File: src/rtl/gray_pkg.sv
// Shared helpers for the Gray counter: wide count carrier plus binary/Gray conversions.
package gray_pkg;

    localparam int CNT_W_MAX = 64;

    // Widest supported count; users cast in and compare at full width.
    typedef logic [CNT_W_MAX-1:0] cnt_t;

    function automatic cnt_t bin2gray(input cnt_t b);
        return b ^ (b >> 1);
    endfunction

    function automatic cnt_t gray2bin(input cnt_t g);
        cnt_t b;
        b = g;
        for (int i = 1; i < CNT_W_MAX; i++) begin
            b = b ^ (g >> i);
        end
        return b;
    endfunction

endpackage

File: src/rtl/gray_next.sv
// Combinational next binary count and wrap detection for one counting step.
// Honours GRAY_MOD_EN: when defined the count wraps at mod_max instead of all-ones.
module gray_next #(
    parameter int CBITS = 14
) (
    input  logic [CBITS-1:0] bin,
    input  logic             dir,
    input  logic             en,
`ifdef GRAY_MOD_EN
    input  logic [CBITS-1:0] mod_max,
`endif
    output logic [CBITS-1:0] nxt,
    output logic             wrap
);

    localparam logic [CBITS-1:0] ONE = CBITS'(1);

    always_comb begin
        nxt  = bin;
        wrap = 1'b0;
        if (en) begin
            if (!dir) begin
`ifdef GRAY_MOD_EN
                // Anything at or above the terminal value folds back to zero.
                if (bin >= mod_max) begin
                    nxt  = '0;
                    wrap = 1'b1;
                end else begin
                    nxt = bin + ONE;
                end
`else
                nxt  = bin + ONE;
                wrap = &bin;
`endif
            end else begin
                wrap = (bin == '0);
`ifdef GRAY_MOD_EN
                nxt = wrap ? mod_max : bin - ONE;
`else
                nxt = bin - ONE;
`endif
            end
        end
    end

endmodule

File: src/rtl/gray_counter_gen.sv
// Up/down Gray counter with clear/load priority, registered binary and Gray views.
// Optional modulus via GRAY_MOD_EN (adds mod_max port).
module gray_counter_gen
    import gray_pkg::*;
#(
    parameter int               CBITS = 14,
    parameter logic [CBITS-1:0] INIT  = '0
) (
    input  logic             clk,
    input  logic             rst_n,
    input  logic             en,
    input  logic             dir,
    input  logic             clr,
    input  logic             load,
    input  logic [CBITS-1:0] load_val,
`ifdef GRAY_MOD_EN
    input  logic [CBITS-1:0] mod_max,
`endif
    output logic [CBITS-1:0] bin_cnt,
    output logic [CBITS-1:0] gray_cnt,
    output logic             wrap,
    output logic             zero
);

    localparam cnt_t             INIT_GRAY_W = bin2gray(cnt_t'(INIT));
    localparam logic [CBITS-1:0] INIT_GRAY   = INIT_GRAY_W[CBITS-1:0];

    logic [CBITS-1:0] step_nxt;
    logic             step_wrap;
    logic [CBITS-1:0] next_bin;
    logic             next_wrap;

    gray_next #(.CBITS(CBITS)) u_next (
        .bin     (bin_cnt),
        .dir     (dir),
        .en      (en),
`ifdef GRAY_MOD_EN
        .mod_max (mod_max),
`endif
        .nxt     (step_nxt),
        .wrap    (step_wrap)
    );

    always_comb begin
        next_bin  = step_nxt;
        next_wrap = step_wrap;
        if (clr) begin
            next_bin  = INIT;
            next_wrap = 1'b0;
        end else if (load) begin
            next_bin  = load_val;
            next_wrap = 1'b0;
        end
    end

    // Gray and zero derive from the next binary value so all views update together.
    always_ff @(posedge clk or negedge rst_n) begin
        if (!rst_n) begin
            bin_cnt  <= INIT;
            gray_cnt <= INIT_GRAY;
            wrap     <= 1'b0;
            zero     <= (INIT == '0);
        end else begin
            bin_cnt  <= next_bin;
            gray_cnt <= next_bin ^ (next_bin >> 1);
            wrap     <= next_wrap;
            zero     <= (next_bin == '0);
        end
    end

`ifndef SYNTHESIS
    always_comb begin
        a_gray_match: assert (cnt_t'(gray_cnt) == bin2gray(cnt_t'(bin_cnt)));
    end
`ifndef GRAY_MOD_EN
    a_one_bit_step: assert property (@(posedge clk) disable iff (!rst_n)
        (en && !clr && !load) |=> ($countones(gray_cnt ^ $past(gray_cnt)) == 1));
`endif
`endif

endmodule

File: config.mk
export PLATFORM = sky130hd
export DESIGN_NAME = gray_counter_gen
export DESIGN_NICKNAME = d
export VERILOG_FILES = /design/src/rtl/gray_pkg.sv /design/src/rtl/gray_next.sv /design/src/rtl/gray_counter_gen.sv
export SDC_FILE = /design/constraint.sdc
export NUM_CORES = 1
export LEC_CHECK = 0
export BUFFER_PORTS_ARGS = -buffer_cell sky130_fd_sc_hd__buf_4
export CORE_ASPECT_RATIO = 0.75
export CORE_MARGIN = 3
export CORE_UTILIZATION = 43
export CTS_CLUSTER_SIZE = 16
export DETAILED_ROUTE_END_ITERATION = 8
export PLACE_DENSITY = 0.66
export SLEW_MARGIN = 5
export SYNTH_ARGS = -nofsm -noshare
export SYNTH_HDL_FRONTEND = slang
export SYNTH_HIERARCHICAL = 1
export SYNTH_SLANG_ARGS = --single-unit
File: constraint.sdc
create_clock -name clk -period 3.4 [get_ports clk]
set_input_delay 0.68 -clock clk [delete_from_list [all_inputs] [get_ports clk]]
set_output_delay 0.68 -clock clk [all_outputs]
set_load 0.02 [all_outputs]
==> results.ini <==
[sta]
slew_viol_final = 0
finalHoldViolCount = 0
worst_pin_slew_ps = 497
slew-limit-headroom_pct = 66.4
period_needed_ps = 3110
setup_tns_ps = 0
finClkSkew_ps = 6.63
setup_violations = 0
rsz0062_at_grt = no
max_freq_mhz = 322
min_period_over_period_pct = 91.4

[yosys]
synth_top_flop_cell = dfrtp_1
yosysWarnings = 6
syn_nets = 248
postSynthAreaPerCell_um2 = 10.3
synth.distinct_cells = 48
async_flop_share_pct = 100
synth-edff-count = 0
yosysSeqAreaShare_pct = 33.9
ys_ff_latch = 29
syn_inst = 208
syn_area_um2 = 2150

[global_routing]
grt_pass1_vias = 1694
antenna_found_initial = 0
grt_overflow = 0
grt_max_degree = 31
grt_pass1_wl_um = 8230
grt_usage_pct = 18.3

[floorplan]
core-area_um2 = 4620
die-width_um = 87.6
rows = 21
die-area_um2 = 5890
start_util_pct = 46.4
die_y_um = 67.2
num_io_pins = 50

[routing]
drt_iter0_markers = 83
highest_layer = met4
routed_via_density = 5.41
wl_met2_um = 2170
drtPass1Iterations = 4
dr_wl_met3_um = 306
drc_errors = 0
ant_nets = 0
wl_um = 5000
wl_per_cell_um = 15.8
vias = 1709
met1_length_um = 2480

[place]
dp.cells = 308
placed_area_um2 = 2540
place_congestion = 0.862
dp_hpwl_um = 3880
portBuffers = 49

[final_layout]
drive_gt1_share_pct = 31.3
area_growth_pct = 22.4
antenna_cells = 0
nNetsFinal = 298
fill_cells = 460
stdcell_count = 316
stdcell_area_um2 = 2630

[cts]
cts_resized = 0
post_cts_buffers = 0
clockBufferDepth = 2
clkLatencyLatePin_ps = 280
numCtsBuffers = 5
numClockSinks = 29
cts_root_buf = clkbuf_8
cts_hold_buf = 0
clkSlewWorstSetupHoldPaths_ps = 60
h-tree-depth = 2
cts_tree = yes

[min_path]
hp-class = primary input to async pin

[flow_run]
max_cap_violations = 0

[power]
p_leak_nw = 1.24
peakVddDrop_mv = 0.312
cellPowerDensity_nw_per_um2 = 462

[critical_path]
cp-end-kind = flip-flop
timing_worst_setup_path_type = primary input to flip-flop
cp-start-kind = primary input
cp.arrival_ps = 3320
crit_required_ps = 3610
path_max_fanout = 5

[status]
status = finished, final reports clean

## cells in the mapped netlist, types with 2 or more instances
cell type,instances,area share (%)
mux2_2,9,4.7
o22ai_1,4,1.2
inv_1,3,0.52
clkbuf_1,4,0.70
mux2i_1,15,7.0
nor2_1,22,3.8
xnor2_1,22,9.0
or2_2,5,1.5
nor4_1,2,0.58
nand4_1,4,1.2
xor2_1,2,0.82
o211ai_1,2,0.70
nor3_1,2,0.47
buf_6,2,1.0
a211oi_1,3,1.0
nand2_1,2,0.35
a21o_1,4,1.4
or2_1,10,2.9
o41a_1,2,1.0
ha_1,19,11
o21ai_0,5,1.2
o21bai_1,2,0.70
nand3_1,2,0.47
dfrtp_1,28,33
a21oi_1,8,1.9
o22ai_2,3,1.7
## power breakdown
part	internal (mW)	switching, mW	total, mW
logic	0.238	0.259	0.497
clock network	0.165	0.126	0.291
registers	0.390	0.0355	0.425
## final timing paths
check                      depth (start not counted)  slack, ps            startpoint               endpoint
max reg2reg                                       12        330  bin_cnt[0]$_DFF_PN0_         zero$_DFF_PN1_
min reg2reg                                        5        780  bin_cnt[5]$_DFF_PN0_         wrap$_DFF_PN0_
max                                               13        290                   dir         zero$_DFF_PN1_
min                                                1        310                 rst_n   bin_cnt[0]$_DFF_PN0_
max in group asynchronous                          1       2770                 rst_n         zero$_DFF_PN1_
min in group clk                                   3        680          load_val[13]  bin_cnt[13]$_DFF_PN0_
## final cells by class
class                           count  area, µm²  area share, %
Sequential cell                    29        727           27.7
Multi-Input combinational cell    167       1340           50.9
Clock buffer                        8       90.1           3.43
Timing Repair Buffer               52        390           14.9
Tap cell                           57       71.3           2.71
Inverter                            3       11.3          0.428
## cells by family after synthesis
logic type,after synthesis,share of synthesized area [%]
and+or+nand+nor,56,13.7
AOI/OAI and AO/OA,43,15.2
muxes,24,11.7
adders and majority gates,20,12.0
xor gates and xnor gates,24,9.79
DFF,29,33.9
buffers and inverters,12,3.79
## worst max-delay path: stages
cell	delay [ps]
buf_4	130
fa_1	430
a211oi_1	330
o21a_1	210
o21ai_0	130
a221oi_1	340
xnor2_1	160
mux2_2	190
mux2i_1	80
or2_2	290
ha_1	220
nand4_1	80
nor2_1	50
## stage by stage
| step | worst slack (ps) | hold WS, ps | utilization (%) | total power, mW |
|---|---|---|---|---|
| CTS | 292 | 325 | 56.8 | 1.22 |
| global placement | 68.0 | 622 | 54.9 | 0.928 |
| finish | 293 | 311 | 56.8 | 1.21 |
| global route | 71.9 | 328 | 56.8 | 1.30 |
| floorplan | 318 | 384 | - | 0.765 |
| detailed placement | 14.6 | 625 | 54.9 | 0.930 |
## cells in the final DEF (no fill, tap or decap), types with 6 or more instances in the layout
cell and count:
buf_4 52, dfrtp_1 28, nor2_1 22, xnor2_1 22
ha_1 19, mux2i_1 15, or2_1 10, mux2_2 9
a21oi_1 8, clkbuf_8 6
## flip-flops by register name (all words and copies together) (netlist names)
signal	cells
bin_cnt	14
gray_cnt	13
wrap	1
zero	1
## per-layer routing
layer | vias up | track usage [%]
met5 | - | 0
met4 | 0 | 4.60
met3 | 5 | 4.51
met2 | 41 | 27.8
met1 | 808 | 26.2
li1 | 855 | -
Note: power is estimated with default switching activity, not from simulation.
